==> src/rtl/reg_wb_pkg.sv <==
// Shared types and constants for the register-file writeback buffer.
// Entry fields are sized by the package defaults below.
package reg_wb_pkg;

  localparam int WB_DATA_W = 16;
  localparam int WB_ADDR_W = 1;

  typedef struct packed {
    logic [WB_ADDR_W-1:0] addr;
    logic [WB_DATA_W-1:0] data;
  } wb_entry_t;

  // Pointer width for a power-of-two queue depth (>= 2).
  function automatic int ptr_w(input int depth);
    return $clog2(depth);
  endfunction

endpackage

==> src/rtl/reg_wb_fwd_match.sv <==
// Priority address match over queue entries ordered youngest-first.
// The lowest index holding a valid match wins.
module reg_wb_fwd_match
  import reg_wb_pkg::*;
#(
  parameter int DEPTH = 4
) (
  input  wb_entry_t             i_entries [DEPTH],
  input  logic [DEPTH-1:0]      i_valid,
  input  logic [WB_ADDR_W-1:0]  i_addr,
  output logic                  o_hit,
  output logic [WB_DATA_W-1:0]  o_data
);

  // NOTE: every output of a combinational block gets a default first, otherwise a latch is inferred.
  always_comb begin
    o_hit  = 1'b0;
    o_data = '0;
    // Walk oldest to youngest so the youngest match overwrites earlier ones.
    for (int i = DEPTH - 1; i >= 0; i--) begin
      if (i_valid[i] && (i_entries[i].addr == i_addr)) begin
        o_hit  = 1'b1;
        o_data = i_entries[i].data;
      end
    end
  end

endmodule

==> src/rtl/reg_wb_buffer.sv <==
// In-order writeback FIFO feeding a 1R1W register file, with forwarding lookup.
// Optional feature: define WB_BUF_COALESCE_EN to merge same-address pushes into the youngest entry.
module reg_wb_buffer
  import reg_wb_pkg::*;
#(
  parameter int DATA_W = WB_DATA_W,
  parameter int ADDR_W = WB_ADDR_W,
  parameter int DEPTH  = 4
) (
  input  logic                       clock,
  input  logic                       reset,
  input  logic                       res_valid_in,
  output logic                       res_ready_out,
  input  logic [ADDR_W-1:0]          res_addr_in,
  input  logic [DATA_W-1:0]          res_data_in,
  input  logic                       drain_en_in,
  output logic                       wen_out,
  output logic [ADDR_W-1:0]          waddr_out,
  output logic [DATA_W-1:0]          wdata_out,
  input  logic [ADDR_W-1:0]          fwd_addr_in,
  output logic                       fwd_hit_out,
  output logic [DATA_W-1:0]          fwd_data_out,
  output logic [$clog2(DEPTH):0]     count_out
);

  localparam int PW = ptr_w(DEPTH);
  localparam int CW = $clog2(DEPTH) + 1;

  wb_entry_t         r_mem [DEPTH];
  logic [PW-1:0]     r_wr_ptr;
  logic [PW-1:0]     r_rd_ptr;
  logic [CW-1:0]     r_count;
  logic              r_wen;
  logic [ADDR_W-1:0] r_waddr;
  logic [DATA_W-1:0] r_wdata;

  logic              w_push;
  logic              w_pop;
  logic              w_coalesce;
  logic              w_alloc;
  wb_entry_t         w_yf_entries [DEPTH];
  logic [DEPTH-1:0]  w_yf_valid;
  logic              w_q_hit;
  logic [DATA_W-1:0] w_q_data;
  logic              w_out_hit;

  // Ready depends only on occupancy, never on the drain enable.
  assign res_ready_out = (r_count != CW'(DEPTH));
  assign w_push        = res_valid_in && res_ready_out;
  assign w_pop         = drain_en_in && (r_count != '0);

`ifdef WB_BUF_COALESCE_EN
  logic [PW-1:0] w_youngest;
  assign w_youngest = r_wr_ptr - PW'(1);
  // A lone entry leaving this cycle cannot absorb the push.
  assign w_coalesce = w_push && (r_count != '0)
                   && (r_mem[w_youngest].addr == res_addr_in)
                   && !(w_pop && (r_count == CW'(1)));
`else
  assign w_coalesce = 1'b0;
`endif

  assign w_alloc = w_push && !w_coalesce;

  // NOTE: sequential state uses non-blocking assignments so every flop samples pre-edge values.
  always_ff @(posedge clock) begin
    if (reset) begin
      r_wr_ptr <= '0;
      r_rd_ptr <= '0;
      r_count  <= '0;
      r_wen    <= 1'b0;
      r_waddr  <= '0;
      r_wdata  <= '0;
    end else begin
      if (w_alloc) r_wr_ptr <= r_wr_ptr + PW'(1);
      if (w_pop) begin
        r_rd_ptr <= r_rd_ptr + PW'(1);
        r_wen    <= 1'b1;
        r_waddr  <= r_mem[r_rd_ptr].addr;
        r_wdata  <= r_mem[r_rd_ptr].data;
      end else begin
        r_wen    <= 1'b0;
      end
      r_count <= r_count + CW'(w_alloc) - CW'(w_pop);
    end
  end

  // NOTE: entry storage has no reset; occupancy alone decides which entries are live.
  always_ff @(posedge clock) begin
    if (!reset) begin
      if (w_alloc) r_mem[r_wr_ptr] <= '{addr: res_addr_in, data: res_data_in};
`ifdef WB_BUF_COALESCE_EN
      if (w_coalesce) r_mem[w_youngest].data <= res_data_in;
`endif
    end
  end

  // Reorder the ring youngest-first and mark the slots that lie within the occupancy.
  always_comb begin
    w_yf_valid = '0;
    for (int i = 0; i < DEPTH; i++) begin
      w_yf_entries[i] = r_mem[r_wr_ptr - PW'(i + 1)];
      w_yf_valid[i]   = (CW'(i) < r_count);
    end
  end

  reg_wb_fwd_match #(
    .DEPTH (DEPTH)
  ) u_fwd_match (
    .i_entries (w_yf_entries),
    .i_valid   (w_yf_valid),
    .i_addr    (fwd_addr_in),
    .o_hit     (w_q_hit),
    .o_data    (w_q_data)
  );

  // The value in flight to the register file is older than anything still queued.
  assign w_out_hit    = r_wen && (r_waddr == fwd_addr_in);
  assign fwd_hit_out  = w_q_hit || w_out_hit;
  assign fwd_data_out = w_q_hit ? w_q_data : (w_out_hit ? r_wdata : '0);

  assign wen_out   = r_wen;
  assign waddr_out = r_waddr;
  assign wdata_out = r_wdata;
  assign count_out = r_count;

endmodule

==> config.mk <==
export PLATFORM = sky130hd
export DESIGN_NAME = reg_wb_buffer
export DESIGN_NICKNAME = d
export VERILOG_FILES = /design/src/rtl/reg_wb_pkg.sv /design/src/rtl/reg_wb_fwd_match.sv /design/src/rtl/reg_wb_buffer.sv
export SDC_FILE = /design/constraint.sdc
export NUM_CORES = 1
export LEC_CHECK = 0
export CAP_MARGIN = 20
export CORE_MARGIN = 3
export CORE_UTILIZATION = 50
export CTS_BUF_LIST = sky130_fd_sc_hd__clkbuf_8
export DETAILED_ROUTE_END_ITERATION = 12
export PLACE_DENSITY = 0.81
export SYNTH_ARGS = -nofsm -noshare
export SYNTH_HDL_FRONTEND = slang
export SYNTH_SLANG_ARGS = --single-unit
export TNS_END_PERCENT = 30
==> constraint.sdc <==
create_clock -name clock -period 6.6 [get_ports clock]
set_input_delay 1.32 -clock clock [delete_from_list [all_inputs] [get_ports clock]]
set_output_delay 1.32 -clock clock [all_outputs]
set_load 0.02 [all_outputs]
==> flow_metrics.tcl, run 1 <==
set metrics [dict create \
    synth_cell_type_count 39 \
    fin_nets 503 \
    critical_path.max_fanout 16 \
    synth_warnings 0 \
    r2r_end "count_out[2]$_SDFF_PP0_" \
    rrSetupSlack_ns 3.66 \
    cts_hold_buf 0 \
    fp.dieArea_um2 13300 \
    whs_endpoint "wdata_out[4]$_SDFFE_PP0P_" \
    synth_enable_flop_cells 68 \
    area_delta_synth_final_pct 15.5 \
    diodes 0 \
    fin_area_um2 6920 \
    port_buffers 60 \
    whs_path_depth 2 \
    synth_top_family_by_area "multiplexers" \
    peakVddDrop_uv 164 \
    maxCapViolCount 0 \
    final_cell_mix "mux4_2, edfxtp_1, clkdlybuf4s50_1" \
    yosys.area_share.adder 0.0201 \
    grt_remaining_overflow 0 \
    start_util 0.518 \
    drive_gt1_frac 0.254 \
    clock-sinks 95 \
    clock.fmax_mhz 173 \
    grt_max_degree 55 \
    die_w_um 115 \
    drtAntennaViolNets 0 \
    slew-limit-headroom 0.281 \
    r2r_cells 10 \
    clock_skew_ns 0.0104 \
    worstSetupPathType "in -> out" \
    crit_required_ns 5.28 \
    clkTransAtPathRegs_ns 0.09 \
    synth_compound_area_frac 0.0965 \
    cts_setup_buffers 0 \
    routed_wl_um 15800 \
    hold_start "wdata_out[4]$_SDFFE_PP0P_" \
    final_common_cell "mux4_2" \
    hold_violations 0 \
    critPathMaxStageDelay_ns 0.78 \
    min_path_type "reg -> reg" \
    drc 0 \
    synth_mux_area_frac 0.320 \
    timing.final.crit_share 0.877 \
    rows 39 \
    cp_common_cell "clkdlybuf4s50_1" \
    crit_path_end_kind "primary output" \
    gp_congestion 0.918 \
    setup_tns_ns 0 \
    multi_input_area_um2 3200 \
    clk_latency_ns 0.38 \
    cts_buffers 9 \
    io_pins 61 \
    antenna_found_initial 0 \
    finalSetupViolations 0 \
    power_density_nw_per_um2 394 \
    syn_nets 460 \
    r2r-start "count_out[2]$_SDFF_PP0_" \
    ys_top_cells_by_area "edfxtp_1, mux4_2, dfxtp_1" \
    grt.total_usage 0.248 \
    die_y_um 115 \
    power.leakage_nw 2.12 \
    synth-async-reset-ratio 0 \
    seq_area_um2 2580 \
    wl_per_cell_um 25.5 \
    grt_pass1_vias 4457 \
    arrival_ns 4.47 \
    status "finished, final reports clean" \
    cts_tree "built" \
    drv_slew 0 \
    synth-seq-area-share 0.431 \
    synth.avg_cell_area_um2 14.0 \
    rsz0062_at_grt "no" \
    tightestPinTransition_ns 1.08 \
    synth-seq-cells 95 \
    drt_iter0_drc 618 \
    cp_cell_sequence "clkdlybuf4s50_1, or3b_2, nand3_1, a221o_1, and4b_1, a32o_1, clkdlybuf4s50_1" \
    synth_xor_area_frac 0.0144 \
    start_kind "input pin" \
    netlist_area_um2 5990 \
    synth_area_leader_cell "edfxtp_1" \
    slowest_stage "and4b_1" \
    finalCriticalPeriod_ns 5.79 \
    critPathTopFamily "simple AND/OR/NAND/NOR gates" \
    grt_pass1_wl_um 24800 \
    crit_buf_inv 2 \
    ys.flop_type "edfxtp_1" \
    syn_inst 429 \
    vias 4413 \
    synthSimpleGateAreaFrac 0.0821 \
    core_area_um2 11600 \
    clockBufferDepth 2 \
    avgViaCountPerCell 7.12 \
    synth_top_area_share 0.341 \
    htreeDepth 3 \
    hpwlAfterDp_um 9680 \
    cts_resized 0 \
    dpl_cell_area_um2 6680 \
    cts_root_buffer "clkbuf_8" \
    num-fill-cells 876 \
    first_pass_iters 5 \
]
[layout make-up]
type | instances | share of cell area
clock buffer | 11 | 0.0219
clock inverter | 5 | 0.0114
inverter | 9 | 0.00488
multi-input combinational | 285 | 0.462
sequential | 95 | 0.373
tap | 143 | 0.0259
timing repair buffer | 72 | 0.101
[flip-flops by register name, summed over array words and instances (netlist names), named ones only]
name / count
r_rd_ptr: 2
waddr_out: 1
count_out: 3
r_wr_ptr: 2
wen_out: 1
wdata_out: 16
r_mem: 68
[through the flow]
step / utilization / hold WS, ns / worst slack (ns) / power [mW] / std cells
2_1_floorplan: - / 0.546 / 2.15 / 1.80 / 429
3_3_place_gp: 0.577 / 0.459 / 0.970 / 2.24 / 603
3_5_place_dp: 0.577 / 0.471 / 0.861 / 2.28 / 603
4_1_cts: 0.597 / 0.486 / 0.826 / 2.72 / 619
5_1_grt: 0.598 / 0.497 / 0.603 / 2.86 / 620
6_report: 0.598 / 0.483 / 0.813 / 2.72 / 620
[metal layers]
layer	vias up	track usage	wire length (um)
li1	1837	-	-
met1	2200	0.313	5650
met2	307	0.404	7930
met3	69	0.0533	1510
met4	0	0.134	705
met5	-	0	0
[cells by family (layout without fill, tap and decap cells)]
family                     Yosys count  after routing
AOI/OAI and AO/OA                   75             75
xor gates and xnor gates             9              9
adders and majority gates            9              9
buffers and inverters               49             97
DFF                                 95             95
muxes                               85             85
and+or+nand+nor                    107            107
[synth_stat cells, types with 2 or more instances]
cell type	number
buf_2	11
clkbuf_1	19
o22a_1	14
and2_1	7
a221o_1	4
edfxtp_1	68
mux4_2	85
a32o_1	13
dfxtp_1	27
o21a_1	4
o31ai_1	2
nor2_1	10
or2_2	3
xor2_1	2
nor2b_1	3
nand2_1	57
buf_6	2
nand3_1	19
xnor2_1	6
a21oi_1	18
buf_1	6
ha_1	8
o211ai_1	17
inv_1	9
[worst max-delay path by stage]
| stage | start | endpoint | cells past startpoint |
|---|---|---|---|
| after floorplan | fwd_addr_in | fwd_data_out[10] | 9 |
| after global placement | fwd_addr_in | fwd_data_out[12] | 7 |
| after detailed placement | fwd_addr_in | fwd_data_out[9] | 7 |
| after CTS | r_wr_ptr[1]$_SDFFE_PP0P_ | fwd_data_out[12] | 9 |
| after global routing | r_wr_ptr[1]$_SDFFE_PP0P_ | fwd_data_out[12] | 9 |
| final | fwd_addr_in | fwd_data_out[12] | 7 |
[tightest hold or removal path: cells and delay by family, from the launching register on]
kind,cells,cell delay [ns]
flip-flops,1,0.33
AND/OR/NAND/NOR,1,0.05
AO/OA/AOI/OAI,1,0.06
[report_power, final]
part,switching (mW),internal (mW),leakage [nW]
logic,0.772,0.717,1.16
clock network,0.209,0.234,0.120
registers,0.0816,0.710,0.838
No activity file was read; power rests on OpenSTA's default activity.
==> run 2, diff against run 1 <==
--- a/config.mk
+++ b/config.mk
@@ -10,6 +10,7 @@
 export CORE_UTILIZATION = 50
 export CTS_BUF_LIST = sky130_fd_sc_hd__clkbuf_8
 export DETAILED_ROUTE_END_ITERATION = 12
+export HOLD_SLACK_MARGIN = 0.12
 export PLACE_DENSITY = 0.81
 export SYNTH_ARGS = -nofsm -noshare
 export SYNTH_HDL_FRONTEND = slang
==> results of run 2 <==
Same layout as run 1: the final DEF is identical, and so are final timing and power.
